--- config.mk ---
export PLATFORM = sky130hd
export DESIGN_NAME = grid_bram_arbiter
export DESIGN_NICKNAME = d
export VERILOG_FILES = /design/src/rtl/grid_bram_arbiter.sv
export SDC_FILE = /design/constraint.sdc
export NUM_CORES = 1
export LEC_CHECK = 0
export ABC_CLOCK_PERIOD_IN_PS = 2800
export CORE_MARGIN = 8
export CORE_UTILIZATION = 40
export CTS_BUF_LIST = sky130_fd_sc_hd__clkbuf_8
export DETAILED_ROUTE_END_ITERATION = 7
export GPL_TIMING_DRIVEN = 0
export HOLD_SLACK_MARGIN = 0.12
export PLACE_DENSITY = 0.77
export SYNTH_ARGS = -nofsm -noshare
export SYNTH_HDL_FRONTEND = slang
export SYNTH_SLANG_ARGS = --single-unit
--- constraint.sdc ---
create_clock -name pixel_clk_in -period 2.8 [get_ports pixel_clk_in]
set_input_delay 0.56 -clock pixel_clk_in [delete_from_list [all_inputs] [get_ports pixel_clk_in]]
set_output_delay 0.56 -clock pixel_clk_in [all_outputs]
set_load 0.02 [all_outputs]
--- src/rtl/grid_bram_arbiter.sv ---
// grid_bram_arbiter
// Shares the single port of the fluid-grid BRAM between the display read
// stream and the D2Q9 simulation stepper. Display wins during active video
// (with a starvation escape for the simulator); the simulator wins during
// blanking. Read data returns to its originator through a tagged pipeline
// with fixed latency READ_LATENCY+1 cycles after the grant cycle.
//
// READ_LATENCY counts the arbiter's own address register plus the BRAM's
// read register(s): bram_dout_in is expected to hold the word for the issued
// address during the cycle in which the tag reaches the last pipeline stage.

module grid_bram_arbiter #(
  parameter  int BRAM_DEPTH   = 31570,
  parameter  int DATA_WIDTH   = 72,
  parameter  int READ_LATENCY = 2,
  parameter  int STARVE_LIMIT = 15,
  localparam int ADDR_W       = $clog2(BRAM_DEPTH)
) (
  input  logic                  pixel_clk_in,
  input  logic                  rst_in,
  input  logic                  blank_in,
  input  logic                  disp_req_in,
  input  logic [ADDR_W-1:0]     disp_addr_in,
  output logic                  disp_gnt_out,
  output logic                  disp_valid_out,
  output logic [DATA_WIDTH-1:0] disp_data_out,
  input  logic                  sim_req_in,
  input  logic                  sim_we_in,
  input  logic [ADDR_W-1:0]     sim_addr_in,
  input  logic [DATA_WIDTH-1:0] sim_wdata_in,
  output logic                  sim_gnt_out,
  output logic                  sim_valid_out,
  output logic [DATA_WIDTH-1:0] sim_data_out,
  output logic [ADDR_W-1:0]     bram_addr_out,
  output logic                  bram_we_out,
  output logic [DATA_WIDTH-1:0] bram_din_out,
  input  logic [DATA_WIDTH-1:0] bram_dout_in,
  output logic                  oob_err_out
);

  localparam int                CNT_W      = $clog2(STARVE_LIMIT + 1);
  localparam logic [CNT_W-1:0]  STARVE_MAX = CNT_W'(STARVE_LIMIT);
  localparam logic [ADDR_W:0]   DEPTH_EXT  = (ADDR_W + 1)'(BRAM_DEPTH);

  typedef enum logic {
    DISP_PRI,
    SIM_PRI
  } state_e;

  // Read-return tag: who issued the read and whether it was out of range.
  typedef struct packed {
    logic disp;
    logic sim;
    logic oob;
  } tag_t;

  state_e                  state_q, state_d;
  logic [CNT_W-1:0]        starve_q, starve_d;
  logic [ADDR_W-1:0]       bram_addr_q;
  logic                    bram_we_q;
  logic [DATA_WIDTH-1:0]   bram_din_q;
  logic                    oob_q;

  tag_t                    tag_q [READ_LATENCY];
  tag_t                    tag_d;
  logic                    disp_valid_q, sim_valid_q;
  logic [DATA_WIDTH-1:0]   disp_data_q, sim_data_q;

  logic                    disp_gnt, sim_gnt, any_gnt;
  logic                    sim_forced;
  logic [ADDR_W-1:0]       req_addr;
  logic                    req_oob;
  tag_t                    tag_last;

  assign sim_forced = sim_req_in & (starve_q == STARVE_MAX);

  // Combinational grant: priority by state, starvation escape in DISP_PRI.
  // Grants are held low during reset so every output reads 0 while rst_in=0.
  always_comb begin
    disp_gnt = 1'b0;
    sim_gnt  = 1'b0;
    if (rst_in) begin
      if (state_q == SIM_PRI) begin
        sim_gnt  = sim_req_in;
        disp_gnt = disp_req_in & ~sim_req_in;
      end else begin
        disp_gnt = disp_req_in & ~sim_forced;
        sim_gnt  = sim_req_in & ~disp_gnt;
      end
    end
  end

  assign any_gnt = disp_gnt | sim_gnt;

  // Winner's address and range check feeding the issue registers.
  always_comb begin
    req_addr = sim_gnt ? sim_addr_in : disp_addr_in;
    req_oob  = ({1'b0, req_addr} >= DEPTH_EXT);
  end

  // Next state / starvation counter: counter only runs while display has
  // priority and the simulator is waiting; any sim grant or idle sim clears it.
  always_comb begin
    state_d  = blank_in ? SIM_PRI : DISP_PRI;
    starve_d = '0;
    if ((state_q == DISP_PRI) && sim_req_in && !sim_gnt) begin
      starve_d = (starve_q == STARVE_MAX) ? starve_q : starve_q + 1'b1;
    end
  end

  // Tag for the access being granted this cycle; writes carry no return.
  always_comb begin
    tag_d      = '0;
    tag_d.disp = disp_gnt;
    tag_d.sim  = sim_gnt & ~sim_we_in;
    tag_d.oob  = any_gnt & req_oob;
  end

  // FSM, starvation counter and registered BRAM issue port.
  always_ff @(posedge pixel_clk_in or negedge rst_in) begin
    if (!rst_in) begin
      state_q     <= DISP_PRI;
      starve_q    <= '0;
      bram_addr_q <= '0;
      bram_we_q   <= 1'b0;
      bram_din_q  <= '0;
      oob_q       <= 1'b0;
    end else begin
      state_q   <= state_d;
      starve_q  <= starve_d;
      oob_q     <= any_gnt & req_oob;
      bram_we_q <= sim_gnt & sim_we_in & ~req_oob;
      if (any_gnt) begin
        bram_addr_q <= req_oob ? '0 : req_addr;
        bram_din_q  <= sim_gnt ? sim_wdata_in : '0;
      end
    end
  end

  assign tag_last = tag_q[READ_LATENCY-1];

  // Tag shift pipeline and registered read return; reset drops in-flight reads.
  always_ff @(posedge pixel_clk_in or negedge rst_in) begin
    if (!rst_in) begin
      for (int unsigned i = 0; i < unsigned'(READ_LATENCY); i++) begin
        tag_q[i] <= '0;
      end
      disp_valid_q <= 1'b0;
      sim_valid_q  <= 1'b0;
      disp_data_q  <= '0;
      sim_data_q   <= '0;
    end else begin
      tag_q[0] <= tag_d;
      for (int unsigned i = 1; i < unsigned'(READ_LATENCY); i++) begin
        tag_q[i] <= tag_q[i-1];
      end
      disp_valid_q <= tag_last.disp;
      sim_valid_q  <= tag_last.sim;
      if (tag_last.disp) begin
        disp_data_q <= tag_last.oob ? '0 : bram_dout_in;
      end
      if (tag_last.sim) begin
        sim_data_q <= tag_last.oob ? '0 : bram_dout_in;
      end
    end
  end

  assign disp_gnt_out   = disp_gnt;
  assign sim_gnt_out    = sim_gnt;
  assign disp_valid_out = disp_valid_q;
  assign disp_data_out  = disp_data_q;
  assign sim_valid_out  = sim_valid_q;
  assign sim_data_out   = sim_data_q;
  assign bram_addr_out  = bram_addr_q;
  assign bram_we_out    = bram_we_q;
  assign bram_din_out   = bram_din_q;
  assign oob_err_out    = oob_q;

endmodule
==> impl_metrics.xml <==
<?xml version="1.0" encoding="UTF-8"?>
<metrics>
  <group name="grt">
    <metric name="first_global_vias" unit="">8288</metric>
    <metric name="pin_count_of_the_biggest_net_entering_global_routing" unit="">100</metric>
    <metric name="grt_overflow_total" unit="">0</metric>
    <metric name="initial_antenna_violation_count" unit="">2</metric>
    <metric name="grt_use_total" unit="%">22.7</metric>
    <metric name="grt_first_pass_wirelength" unit="mm">50.3</metric>
  </group>
  <group name="yosys">
    <metric name="ys_seq_elements" unit="">245</metric>
    <metric name="postSynthNetCount" unit="">849</metric>
    <metric name="synth.lib_cells_used.distinct" unit="">32</metric>
    <metric name="synth_warnings" unit="">0</metric>
    <metric name="synth-seq-area-share" unit="%">63.9</metric>
    <metric name="syn_avg_cell_area" unit="µm²">14.4</metric>
    <metric name="synthCells" unit="">668</metric>
    <metric name="post_syn_area" unit="µm²">9600</metric>
  </group>
  <group name="worst_setup_path">
    <metric name="critical-path-max-stage-delay" unit="ns">0.41</metric>
    <metric name="reg2reg_slack" unit="ns">0.39</metric>
    <metric name="cp-startpoint" unit="">starve_q[0]$_DFFE_PN0P_</metric>
    <metric name="critical_path.max_fanout" unit="">19</metric>
    <metric name="worstPathArrival" unit="ns">2.12</metric>
    <metric name="worstPathRequired" unit="ns">2.24</metric>
    <metric name="path_cells" unit="">ha_2 &gt; nand3_2 &gt; a31oi_4 &gt; clkbuf_16 &gt; clkdlybuf4s15_2</metric>
    <metric name="path_buf_inv" unit="">2</metric>
    <metric name="timing.critical_path.to_type" unit="">output pin</metric>
    <metric name="worstReg2RegStart" unit="">starve_q[0]$_DFFE_PN0P_</metric>
    <metric name="crit_path_launch_type" unit="">register</metric>
    <metric name="cell_family_with_the_largest_share_of_critical_path_delay" unit="">buffers and inverters</metric>
    <metric name="slowest_stage" unit="">sky130_fd_sc_hd__dfrtp_1</metric>
    <metric name="timing_worst_setup_path_type" unit="">reg2out</metric>
  </group>
  <group name="route">
    <metric name="drt_pass1_iterations" unit="">4</metric>
    <metric name="avgRoutedWirePerCell" unit="µm">22.7</metric>
    <metric name="detailedRoute.firstIterationViolations" unit="">355</metric>
    <metric name="drt_drc_violations_left" unit="">0</metric>
    <metric name="postRouteWirelength" unit="mm">33.8</metric>
    <metric name="vias" unit="">7457</metric>
    <metric name="antenna_left" unit="">0</metric>
    <metric name="vias_per_cell" unit="">5.01</metric>
  </group>
  <group name="power_and_ir_drop">
    <metric name="vdd_ir_drop_max" unit="mV">0.593</metric>
    <metric name="power.static_leakage" unit="nW">6.52</metric>
    <metric name="power-per-cell-area" unit="nW/µm²">718</metric>
  </group>
  <group name="finish">
    <metric name="regArea" unit="µm²">6130</metric>
    <metric name="fillers" unit="">1836</metric>
    <metric name="multiInputGateArea" unit="µm²">3280</metric>
    <metric name="drive_gt1_share" unit="%">19.1</metric>
    <metric name="utilization" unit="%">65.1</metric>
    <metric name="nets" unit="">1321</metric>
    <metric name="flow.area_growth_from_synthesis" unit="%">59.6</metric>
  </group>
  <group name="cts">
    <metric name="cts_root_buf" unit="">sky130_fd_sc_hd__clkbuf_8</metric>
    <metric name="tritoncts.num_buffers" unit="">43</metric>
    <metric name="tritoncts" unit="">done</metric>
    <metric name="clock_latency" unit="ns">0.53</metric>
    <metric name="clock_sinks" unit="">245</metric>
    <metric name="htree_levels" unit="">2</metric>
    <metric name="cts.clk_slew.worst_paths" unit="ns">0.06</metric>
    <metric name="cts_max_path_buffers" unit="">3</metric>
  </group>
  <group name="sta">
    <metric name="period_minus_slack" unit="ns">2.68</metric>
    <metric name="part_of_the_cycle_the_worst_path_needs" unit="%">95.8</metric>
    <metric name="hold_viol" unit="">0</metric>
    <metric name="setup_repair_after_global_routing_missed_its_margin" unit="">false</metric>
    <metric name="worst_hold_margin" unit="ns">0.349</metric>
    <metric name="setup_tns" unit="ns">0</metric>
    <metric name="fmax" unit="MHz">373</metric>
    <metric name="worst_clock_skew" unit="ns">0.0158</metric>
    <metric name="postLayoutSetupSlackWorst" unit="ns">0.119</metric>
    <metric name="drv_slew" unit="">0</metric>
    <metric name="worst_slew_margin_rel" unit="%">48.5</metric>
    <metric name="worst_slew_pin_slew" unit="ns">0.772</metric>
    <metric name="timing.final.setup_violations" unit="">0</metric>
  </group>
  <group name="placement">
    <metric name="place_congestion" unit="">0.871</metric>
    <metric name="dpl_worst_slack" unit="ns">-1.25</metric>
    <metric name="io_buffer_count" unit="">416</metric>
    <metric name="detailed_place_hpwl" unit="mm">24.9</metric>
  </group>
  <group name="floorplan">
    <metric name="die_h" unit="µm">171</metric>
    <metric name="dieWidth" unit="µm">171</metric>
    <metric name="io-pin-count" unit="">417</metric>
    <metric name="rows" unit="">56</metric>
    <metric name="floorplan.die_area" unit="µm²">29200</metric>
    <metric name="floorplan.initialDensity" unit="%">40.8</metric>
    <metric name="coreArea" unit="µm²">23500</metric>
  </group>
  <group name="flow_run">
    <metric name="max-cap-violations" unit="">0</metric>
  </group>
  <group name="run_status">
    <metric name="run_status" unit="">finished, final reports clean</metric>
  </group>
  <group name="hold_path">
    <metric name="hold_start" unit="">tag_q[5]$_DFF_PN0_</metric>
    <metric name="hold_path_class" unit="">reg2reg</metric>
  </group>
</metrics>
## report_power, final
group / switching (mW) / internal, mW
clock: 1.43 / 2.01
sequential: 0.308 / 4.10
combinational: 1.49 / 1.65
total: 3.23 / 7.76
## cells in the mapped netlist
master                     number  area [µm²]
sky130_fd_sc_hd__a21boi_0       1        7.51
sky130_fd_sc_hd__o21ai_1        1        5.00
sky130_fd_sc_hd__nand2b_1       1        6.26
sky130_fd_sc_hd__inv_1          2        7.51
sky130_fd_sc_hd__mux2_2       144        1620
sky130_fd_sc_hd__nand3b_1       1        7.51
sky130_fd_sc_hd__nand4_1        2        12.5
sky130_fd_sc_hd__nand2_1       18        67.6
sky130_fd_sc_hd__clkbuf_1      36         135
sky130_fd_sc_hd__nor3_1         2        10.0
sky130_fd_sc_hd__mux2i_1       15         150
sky130_fd_sc_hd__a22o_1        72         631
sky130_fd_sc_hd__a311oi_1       1        8.76
sky130_fd_sc_hd__a31oi_1        1        6.26
sky130_fd_sc_hd__buf_2          1        5.00
sky130_fd_sc_hd__buf_1          8        30.0
sky130_fd_sc_hd__nor3b_1        2        15.0
sky130_fd_sc_hd__a31oi_4        1        21.3
sky130_fd_sc_hd__o21ai_0        3        15.0
sky130_fd_sc_hd__nor2_1        10        37.5
sky130_fd_sc_hd__dfrtp_1      245        6130
sky130_fd_sc_hd__ha_1           1        12.5
sky130_fd_sc_hd__o31a_1         1        8.76
sky130_fd_sc_hd__o31ai_1       13        97.6
sky130_fd_sc_hd__xnor2_1        1        8.76
sky130_fd_sc_hd__buf_4          1        7.51
sky130_fd_sc_hd__nand3_1        2        10.0
sky130_fd_sc_hd__nor4_1         2        12.5
sky130_fd_sc_hd__nand3_2        1        10.0
sky130_fd_sc_hd__nor2b_1       74         463
sky130_fd_sc_hd__a21oi_1        4        20.0
sky130_fd_sc_hd__a311oi_2       1        15.0
## metrics by stage
stage | cells | power [mW] | instance area (µm²)
global placement | 1403 | 7.54 | 14200
global route | 1488 | 11.5 | 15300
CTS | 1484 | 11.1 | 15300
detailed placement | 1405 | 7.59 | 14200
floorplan | 668 | 5.79 | 9600
finish | 1488 | 11.0 | 15300
## final timing paths
check                      cells past startpoint                             to
max in group asynchronous                      3   bram_din_out[10]$_DFFE_PN0N_
max                                            5                    sim_gnt_out
min in group asynchronous                      3   sim_data_out[41]$_DFFE_PN0P_
min reg2reg                                    0          tag_last[2]$_DFF_PN0_
max reg2reg                                    8  bram_addr_out[11]$_DFFE_PN0N_
min                                            0          tag_last[2]$_DFF_PN0_
## routing by layer
metal  up-vias  wire length [µm]  track usage, %
li1       3340                 -               -
met4         0               874            7.67
met1      3717             12500            24.8
met2       349             16700            39.4
met5         -                 0               0
met3        51              3720            9.36
## registers in the layout, indices dropped and copies added (netlist names)
name / count
bram_addr_out: 15
disp_valid_out: 1
bram_we_out: 1
sim_data_out: 72
disp_data_out: 72
tag_q: 3
bram_din_out: 72
state_q: 1
sim_valid_out: 1
starve_q: 4
tag_last: 3
## timing repair
action	in CTS	in global routing
buffers inserted	0	2
cloned	1	0
resized for setup	10	1
setup endpoints to repair	2	2
hold buffers	7	0
hold endpoints to repair	62	0
pin swaps	1	1
## cell type report
type	instances	area share [%]
Sequential cell	245	40.0
Clock inverter	14	0.702
Inverter	2	0.0490
Multi-Input combinational cell	375	21.4
Tap cell	319	2.61
Timing Repair Buffer	428	28.7
Clock buffer	58	5.21
Antenna cell	2	0.0327
Buffer	45	1.27
## kinds of logic after synthesis
| family | count (synthesis) | share of synthesized area, % |
|---|---|---|
| flops | 245 | 63.9 |
| simple gates | 115 | 6.79 |
| xor+xnor | 1 | 0.0913 |
| buf+inv | 48 | 1.93 |
| mux | 159 | 18.5 |
| fa+ha+maj | 1 | 0.130 |
| compound gates | 99 | 8.71 |
## cells in the final DEF, fill, tap and decap left out, types with 2 or more instances in the layout
cell type / netlist / layout
sky130_fd_sc_hd__a21oi_1: 4 / 4
sky130_fd_sc_hd__nand2_1: 18 / 18
sky130_fd_sc_hd__inv_1: 2 / 12
sky130_fd_sc_hd__nor3b_1: 2 / 2
sky130_fd_sc_hd__clkdlybuf4s50_1: 0 / 413
sky130_fd_sc_hd__clkbuf_1: 36 / 35
sky130_fd_sc_hd__diode_2: 0 / 2
sky130_fd_sc_hd__nor2b_1: 74 / 74
sky130_fd_sc_hd__mux2_2: 144 / 144
sky130_fd_sc_hd__nand4_1: 2 / 2
sky130_fd_sc_hd__clkbuf_8: 0 / 58
sky130_fd_sc_hd__mux2i_1: 15 / 15
sky130_fd_sc_hd__buf_1: 8 / 7
sky130_fd_sc_hd__bufinv_16: 0 / 2
sky130_fd_sc_hd__nor3_1: 2 / 2
sky130_fd_sc_hd__a22o_1: 72 / 72
sky130_fd_sc_hd__nor4_1: 2 / 2
sky130_fd_sc_hd__nor2_1: 10 / 10
sky130_fd_sc_hd__dlygate4sd3_1: 0 / 4
sky130_fd_sc_hd__o21ai_0: 3 / 3
sky130_fd_sc_hd__buf_12: 0 / 2
sky130_fd_sc_hd__o31ai_1: 13 / 13
sky130_fd_sc_hd__buf_4: 1 / 3
sky130_fd_sc_hd__nand3_1: 2 / 2
sky130_fd_sc_hd__clkinv_2: 0 / 2
sky130_fd_sc_hd__dfrtp_1: 245 / 245
sky130_fd_sc_hd__buf_16: 0 / 4
No activity file was read; power rests on OpenSTA's default activity.
